`src/rtl/mem_host_pkg.sv`:
```
// Shared types and sizing for the cache-line to host-bus beat transfer block.
package mem_host_pkg;

   localparam int unsigned LINE_W = 512;
   localparam int unsigned BEAT_W = 64;
   localparam int unsigned BEATS  = LINE_W / BEAT_W;
   localparam int unsigned ADDR_W = 32;
   localparam int unsigned CNT_W  = $clog2(BEATS);
   localparam int unsigned LINE_B = LINE_W / 8;

   typedef enum logic [1:0] {
      OP_NONE = 2'b00,
      OP_RD   = 2'b01,
      OP_WR   = 2'b10
   } op_t;

   typedef enum logic [2:0] {
      ST_IDLE,
      ST_RD_REQ,
      ST_RD_DATA,
      ST_WR_REQ,
      ST_WR_DATA,
      ST_WR_ACK,
      ST_DONE
   } xfer_state_t;

   // Latched request payload presented on the host request channel.
   typedef struct packed {
      logic              wr;
      logic [ADDR_W-1:0] addr;
   } host_req_t;

   function automatic logic [ADDR_W-1:0] line_align(input logic [ADDR_W-1:0] a);
      return a & ~ADDR_W'(LINE_B - 1);
   endfunction

endpackage

```
`src/rtl/host_line_xfer_if.sv`:
```
// Host memory bus: request, write-beat, read-beat and write-ack channels.
interface host_line_xfer_if;
   import mem_host_pkg::*;

   logic              req_valid;
   logic              req_ready;
   logic              req_wr;
   logic [ADDR_W-1:0] req_addr;
   logic [BEAT_W-1:0] wdata;
   logic              wdata_valid;
   logic              wdata_ready;
   logic [BEAT_W-1:0] rdata;
   logic              rdata_valid;
   logic              wr_ack;

   modport master (
      output req_valid, req_wr, req_addr, wdata, wdata_valid,
      input  req_ready, wdata_ready, rdata, rdata_valid, wr_ack
   );

   modport slave (
      input  req_valid, req_wr, req_addr, wdata, wdata_valid,
      output req_ready, wdata_ready, rdata, rdata_valid, wr_ack
   );

endinterface

```
`src/rtl/host_line_xfer.sv`:
```
// Splits 512-bit cache line reads/writes into eight 64-bit host bus beats,
// one transfer in flight, with registered outputs throughout.
module host_line_xfer
   import mem_host_pkg::*;
(
   input  logic               clk,
   input  logic               rst_n,
   input  logic [1:0]         op_host,
   input  logic [ADDR_W-1:0]  AddrOut_host,
   input  logic [LINE_W-1:0]  DataOut_host,
   output logic [LINE_W-1:0]  DataIn_host,
   output logic               rd_valid_host,
   output logic               tx_done_host,
   output logic               busy,
   host_line_xfer_if.master   host
);

   xfer_state_t       state_q, state_d;
   logic [CNT_W-1:0]  cnt_q, cnt_d;
   host_req_t         req_q, req_d;
   logic [LINE_W-1:0] wline_q, wline_d;
   logic [LINE_W-1:0] rline_q, rline_d;

   logic              req_valid_q, req_valid_d;
   logic              req_wr_q, req_wr_d;
   logic [ADDR_W-1:0] req_addr_q, req_addr_d;
   logic [BEAT_W-1:0] wdata_q, wdata_d;
   logic              wdata_valid_q, wdata_valid_d;
   logic              tx_done_q, tx_done_d;
   logic              rd_valid_q, rd_valid_d;
   logic              busy_q, busy_d;

   logic last_beat;
   assign last_beat = (cnt_q == CNT_W'(BEATS - 1));

   always_ff @(posedge clk) begin
      if (!rst_n) state_q <= ST_IDLE;
      else        state_q <= state_d;
   end

   always_comb begin
      state_d = state_q;
      unique case (state_q)
         ST_IDLE: begin
            if (op_host == OP_RD)      state_d = ST_RD_REQ;
            else if (op_host == OP_WR) state_d = ST_WR_REQ;
         end
         ST_RD_REQ:  if (req_valid_q && host.req_ready) state_d = ST_RD_DATA;
         ST_RD_DATA: if (host.rdata_valid && last_beat) state_d = ST_DONE;
         ST_WR_REQ:  if (req_valid_q && host.req_ready) state_d = ST_WR_DATA;
         ST_WR_DATA: if (wdata_valid_q && host.wdata_ready && last_beat) state_d = ST_WR_ACK;
         ST_WR_ACK:  if (host.wr_ack) state_d = ST_DONE;
         ST_DONE:    state_d = ST_IDLE;
         default:    state_d = ST_IDLE;
      endcase
   end

   // Beat counter, request latch and line registers.
   always_comb begin
      cnt_d   = cnt_q;
      req_d   = req_q;
      wline_d = wline_q;
      rline_d = rline_q;
      unique case (state_q)
         ST_IDLE: begin
            if (op_host == OP_RD) begin
               req_d.wr   = 1'b0;
               req_d.addr = line_align(AddrOut_host);
            end else if (op_host == OP_WR) begin
               req_d.wr   = 1'b1;
               req_d.addr = line_align(AddrOut_host);
               wline_d    = DataOut_host;
            end
         end
         ST_RD_REQ, ST_WR_REQ: begin
            if (req_valid_q && host.req_ready) cnt_d = '0;
         end
         ST_RD_DATA: begin
            if (host.rdata_valid) begin
               rline_d[BEAT_W*cnt_q +: BEAT_W] = host.rdata;
               cnt_d = cnt_q + CNT_W'(1);
            end
         end
         ST_WR_DATA: begin
            if (wdata_valid_q && host.wdata_ready) cnt_d = cnt_q + CNT_W'(1);
         end
         default: ;
      endcase
   end

   // Outputs are decoded from the next state so they line up with it when registered.
   always_comb begin
      busy_d        = (state_d != ST_IDLE);
      req_valid_d   = (state_d == ST_RD_REQ) || (state_d == ST_WR_REQ);
      req_wr_d      = (state_d == ST_WR_REQ);
      req_addr_d    = req_valid_d ? req_d.addr : '0;
      wdata_valid_d = (state_d == ST_WR_DATA);
      wdata_d       = wdata_valid_d ? wline_d[BEAT_W*cnt_d +: BEAT_W] : '0;
      tx_done_d     = (state_d == ST_DONE);
      rd_valid_d    = tx_done_d && !req_d.wr;
   end

   always_ff @(posedge clk) begin
      if (!rst_n) begin
         cnt_q   <= '0;
         req_q   <= '0;
         wline_q <= '0;
         rline_q <= '0;
      end else begin
         cnt_q   <= cnt_d;
         req_q   <= req_d;
         wline_q <= wline_d;
         rline_q <= rline_d;
      end
   end

   always_ff @(posedge clk) begin
      if (!rst_n) begin
         req_valid_q   <= 1'b0;
         req_wr_q      <= 1'b0;
         req_addr_q    <= '0;
         wdata_q       <= '0;
         wdata_valid_q <= 1'b0;
         tx_done_q     <= 1'b0;
         rd_valid_q    <= 1'b0;
         busy_q        <= 1'b0;
      end else begin
         req_valid_q   <= req_valid_d;
         req_wr_q      <= req_wr_d;
         req_addr_q    <= req_addr_d;
         wdata_q       <= wdata_d;
         wdata_valid_q <= wdata_valid_d;
         tx_done_q     <= tx_done_d;
         rd_valid_q    <= rd_valid_d;
         busy_q        <= busy_d;
      end
   end

   assign host.req_valid   = req_valid_q;
   assign host.req_wr      = req_wr_q;
   assign host.req_addr    = req_addr_q;
   assign host.wdata       = wdata_q;
   assign host.wdata_valid = wdata_valid_q;
   assign DataIn_host      = rline_q;
   assign rd_valid_host    = rd_valid_q;
   assign tx_done_host     = tx_done_q;
   assign busy             = busy_q;

endmodule

```
`src/flat_wrapper.sv`:
```
// flat-port wrapper written by rule: the top's interface ports become plain ports
module host_line_xfer_flat import mem_host_pkg::*;
  (clk, rst_n, op_host, AddrOut_host, DataOut_host, DataIn_host, rd_valid_host, tx_done_host, busy, host_req_valid, host_req_wr, host_req_addr, host_wdata, host_wdata_valid, host_req_ready, host_wdata_ready, host_rdata, host_rdata_valid, host_wr_ack);
  host_line_xfer_if host_i ();
  input  logic clk;
  input  logic rst_n;
  input  logic [1:0] op_host;
  input  logic [ADDR_W-1:0] AddrOut_host;
  input  logic [LINE_W-1:0] DataOut_host;
  output logic [LINE_W-1:0] DataIn_host;
  output logic rd_valid_host;
  output logic tx_done_host;
  output logic busy;
  output wire logic [$bits(host_i.req_valid)-1:0] host_req_valid;
  output wire logic [$bits(host_i.req_wr)-1:0] host_req_wr;
  output wire logic [$bits(host_i.req_addr)-1:0] host_req_addr;
  output wire logic [$bits(host_i.wdata)-1:0] host_wdata;
  output wire logic [$bits(host_i.wdata_valid)-1:0] host_wdata_valid;
  input wire logic [$bits(host_i.req_ready)-1:0] host_req_ready;
  input wire logic [$bits(host_i.wdata_ready)-1:0] host_wdata_ready;
  input wire logic [$bits(host_i.rdata)-1:0] host_rdata;
  input wire logic [$bits(host_i.rdata_valid)-1:0] host_rdata_valid;
  input wire logic [$bits(host_i.wr_ack)-1:0] host_wr_ack;
  assign host_req_valid = host_i.req_valid;
  assign host_req_wr = host_i.req_wr;
  assign host_req_addr = host_i.req_addr;
  assign host_wdata = host_i.wdata;
  assign host_wdata_valid = host_i.wdata_valid;
  assign host_i.req_ready = host_req_ready;
  assign host_i.wdata_ready = host_wdata_ready;
  assign host_i.rdata = host_rdata;
  assign host_i.rdata_valid = host_rdata_valid;
  assign host_i.wr_ack = host_wr_ack;
  host_line_xfer u_core (.clk(clk), .rst_n(rst_n), .op_host(op_host), .AddrOut_host(AddrOut_host), .DataOut_host(DataOut_host), .DataIn_host(DataIn_host), .rd_valid_host(rd_valid_host), .tx_done_host(tx_done_host), .busy(busy), .host(host_i));
endmodule
```
`config.mk`:
```
export PLATFORM = sky130hd
export DESIGN_NAME = host_line_xfer_flat
export DESIGN_NICKNAME = d
export VERILOG_FILES = /design/src/rtl/mem_host_pkg.sv /design/src/rtl/host_line_xfer_if.sv /design/src/rtl/host_line_xfer.sv /design/src/flat_wrapper.sv
export SDC_FILE = /design/constraint.sdc
export NUM_CORES = 2
export LEC_CHECK = 0
export ABC_AREA = 0
export BUFFER_PORTS_ARGS = -buffer_cell sky130_fd_sc_hd__clkbuf_2
export CAP_MARGIN = 20
export CORE_AREA = 5 5 473 475
export DETAILED_ROUTE_END_ITERATION = 16
export DIE_AREA = 0 0 478 480
export HOLD_SLACK_MARGIN = 0.03
export PLACE_DENSITY = 0.38
export SLEW_MARGIN = 5
export SYNTH_ARGS = -nofsm -noshare
export SYNTH_HDL_FRONTEND = slang
export SYNTH_SLANG_ARGS = --single-unit
```
`constraint.sdc`:
```
create_clock -name clk -period 7.1 [get_ports clk]
set_clock_uncertainty 0.05 [all_clocks]
set_input_delay 1.42 -clock clk [delete_from_list [all_inputs] [get_ports clk]]
set_output_delay 1.42 -clock clk [all_outputs]
set_load 0.05 [all_outputs]
```
==> flow_metrics.py <==
metrics = {
    "setup_path": {
        "worstSetupStartpointType": "flip-flop",
        "arrival_ps": 4920,
        "end_kind": "flip-flop",
        "criticalPathCategory": "flip-flop to flip-flop",
        "required_ps": 7740,
        "path_max_fanout": 34,
    },
    "placement": {
        "numPortBuffers": 1223,
        "placed_area_um2": 56500,
        "hpwl_um": 179000,
        "place_congestion": 0.859,
    },
    "timing": {
        "finalSetupViolations": 0,
        "finalCriticalPeriod_ps": 4280,
        "slew_viol_final": 0,
        "relSlewSlack_pct": 25.0,
        "worst_pin_slew_ps": 1120,
        "finalCritPeriodShare_pct": 60.4,
        "tns_ps": 0,
        "grt_setup_unrepaired": "false",
        "hold_viol": 0,
        "max_freq_ghz": 0.233,
    },
    "routing": {
        "ant_nets": 0,
        "first_pass_iters": 5,
        "drt_wl_total_um": 247000,
        "vias": 41824,
        "wl_per_cell_um": 26.8,
        "drcViolationCount": 0,
        "first_iter_violations": 2563,
        "detail_route.vias_per_cell": 4.53,
    },
    "cts": {
        "cts_tree": "yes",
        "ctsResizeCount": 0,
        "cts-htree-levels": 4,
        "cts_root_buf": "clkbuf_16",
        "path_clk_slew_ps": 50,
        "cts_buffer_depth": 3,
        "ctsHoldBuffers": 0,
        "postCtsSetupBuffers": 0,
        "clock_sinks": 1165,
        "clk-insertion-delay-late_ps": 800,
        "cts_inserted_buffers": 145,
    },
    "floorplan": {
        "core-area_um2": 219000,
        "ios": 1230,
        "placementRows": 172,
        "die_h_um": 480,
        "initial_core_util_pct": 22.0,
        "die-area_um2": 229000,
        "die_w_um": 478,
    },
    "yosys": {
        "synthTopCellsByArea": "dfxtp_1, nand2_1, a21boi_0",
        "avgSynthCellArea_um2": 9.21,
        "synth_top_area_cell": "dfxtp_1",
        "syn-num-nets": 5857,
        "ys_seq_elements": 1165,
        "synth_seq_area_share_pct": 48.3,
        "yosysMostFrequentCell": "nand2_1",
        "syn_area_um2": 48200,
        "synthTopCellsByCount": "nand2_1, dfxtp_1, a21boi_0",
        "netlist.area_leader.share_pct": 48.3,
        "ys.warnings.count": 0,
        "synth_edf_count": 0,
        "synth.distinct_cells": 53,
        "synthCells": 5237,
        "synthFlopType": "dfxtp_1",
        "synth-async-reset-ratio_pct": 0,
    },
    "flow_run": {
        "drv_cap": 0,
    },
    "power": {
        "pwr_density_cell_nw_per_um2": 262,
        "p_leak_nw": 23.3,
        "peakVddDrop_uv": 230,
    },
    "cells_and_area": {
        "syn2layout_area_growth_pct": 27.3,
        "drive_gt1_share_pct": 26.3,
        "register_area_um2": 23300,
        "final_nets": 6824,
        "design_area_um2": 61400,
        "multi_input_area_um2": 22700,
        "fill_cells": 23479,
    },
    "grt": {
        "grt_pass1_vias": 40751,
        "grt_pass1_wl_um": 340000,
        "grt_overflow": 0,
        "track_usage_pct": 20.7,
        "antenna_found_initial": 113,
        "grt_max_degree": 216,
    },
    "hold_path": {
        "hold_path.class": "flip-flop to flip-flop",
    },
    "run_status": {
        "status": "complete, no violations",
    },
}
==> worst max-delay path, stage by stage, from the launching register on <==
cell and delay (ps):
dfxtp_4 390, inv_1 110, ha_1 220, ha_2 310
buf_4 510, a21boi_4 820, nand2_1 290, nor2_4 630
buf_4 470, nand3_1 140, a21boi_0 190
==> worst paths after layout <==
path	endpoint	depth (start not counted)	slack, ps	from
worst max-delay path	u_core.DataIn_host[269]	10	2820	u_core.cnt_q[0]
worst min-delay path	u_core.wline_q[421]	2	400	u_core.wline_q[421]
worst max register to register	u_core.DataIn_host[269]	10	2820	u_core.cnt_q[0]
worst min register to register	u_core.wline_q[421]	2	400	u_core.wline_q[421]
==> where the power goes <==
group          switching [W]  internal (W)  total [W]
Clock                0.00318       0.00441    0.00759
Combinational        0.00104      0.000608    0.00165
Sequential         0.0000796       0.00675    0.00683
==> stage by stage <==
stage | total power (W) | hold WS, ps | setup WS, ps | instances | utilization, %
after CTS | 0.0163 | 402 | 2730 | 9184 | 28.0
after floorplan | 0.00803 | 384 | 3660 | 5237 | -
after global placement | 0.00862 | 393 | 2280 | 8927 | 25.8
final | 0.0161 | 401 | 2820 | 9223 | 28.1
after detailed placement | 0.00864 | 394 | 2410 | 8928 | 25.8
after global routing | 0.0167 | 414 | 2590 | 9203 | 28.0
==> registers in the layout (all words and copies together), names as in the netlist <==
register / flops
u_core.tx_done_host: 1
u_core.req_q: 33
u_core.wline_q: 512
u_core.host.req_wr: 1
u_core.host.wdata: 64
u_core.DataIn_host: 512
u_core.rd_valid_host: 1
u_core.host.req_valid: 1
u_core.host.req_addr: 32
u_core.busy: 1
u_core.cnt_q: 3
u_core.host.wdata_valid: 1
u_core.state_q: 3
==> placed cells by master (no fill, tap or decap), drive strengths merged, types with 7 or more instances in the layout <==
| master | count |
|---|---|
| bufinv | 7 |
| clkinv | 23 |
| and2b | 28 |
| nand2 | 1520 |
| mux2i | 351 |
| a21oi | 7 |
| nor2 | 39 |
| a21boi | 767 |
| and3 | 76 |
| mux4 | 64 |
| diode | 39 |
| dfxtp | 1165 |
| buf | 66 |
| clkbuf | 1444 |
| inv | 13 |
| a2111oi | 64 |
| a32o | 64 |
| nor2b | 288 |
| nand3 | 284 |
==> final cells by class <==
type	instances	area share [%]
Multi-Input combinational cell	3595	37.0
Inverter	9	0.0550
Clock buffer	222	6.90
Sequential cell	1165	38.0
Antenna cell	39	0.159
Clock inverter	34	0.992
Tap cell	2871	5.85
Timing Repair Buffer	1288	11.1
==> cell families after synthesis <==
| group | count (synthesis) | share of synthesized area, % |
|---|---|---|
| AOI/OAI and AO/OA | 910 | 15.5 |
| xor gates and xnor gates | 2 | 0.0363 |
| DFF | 1165 | 48.3 |
| and+or+nand+nor | 2263 | 20.7 |
| adders and majority gates | 4 | 0.104 |
| buffers and inverters | 477 | 4.99 |
| muxes | 416 | 10.3 |
==> layer usage <==
metal	share of wire [%]	vias to the layer above	routed length [um]	global-route usage, %
li1	-	19584	-	-
met1	41	20423	101000	24.5
met2	47	1355	115000	33.7
met3	9.0	394	22300	8.29
met4	3.5	68	8740	7.44
met5	0.17	-	414	0
(Power assumes the default switching activity.)
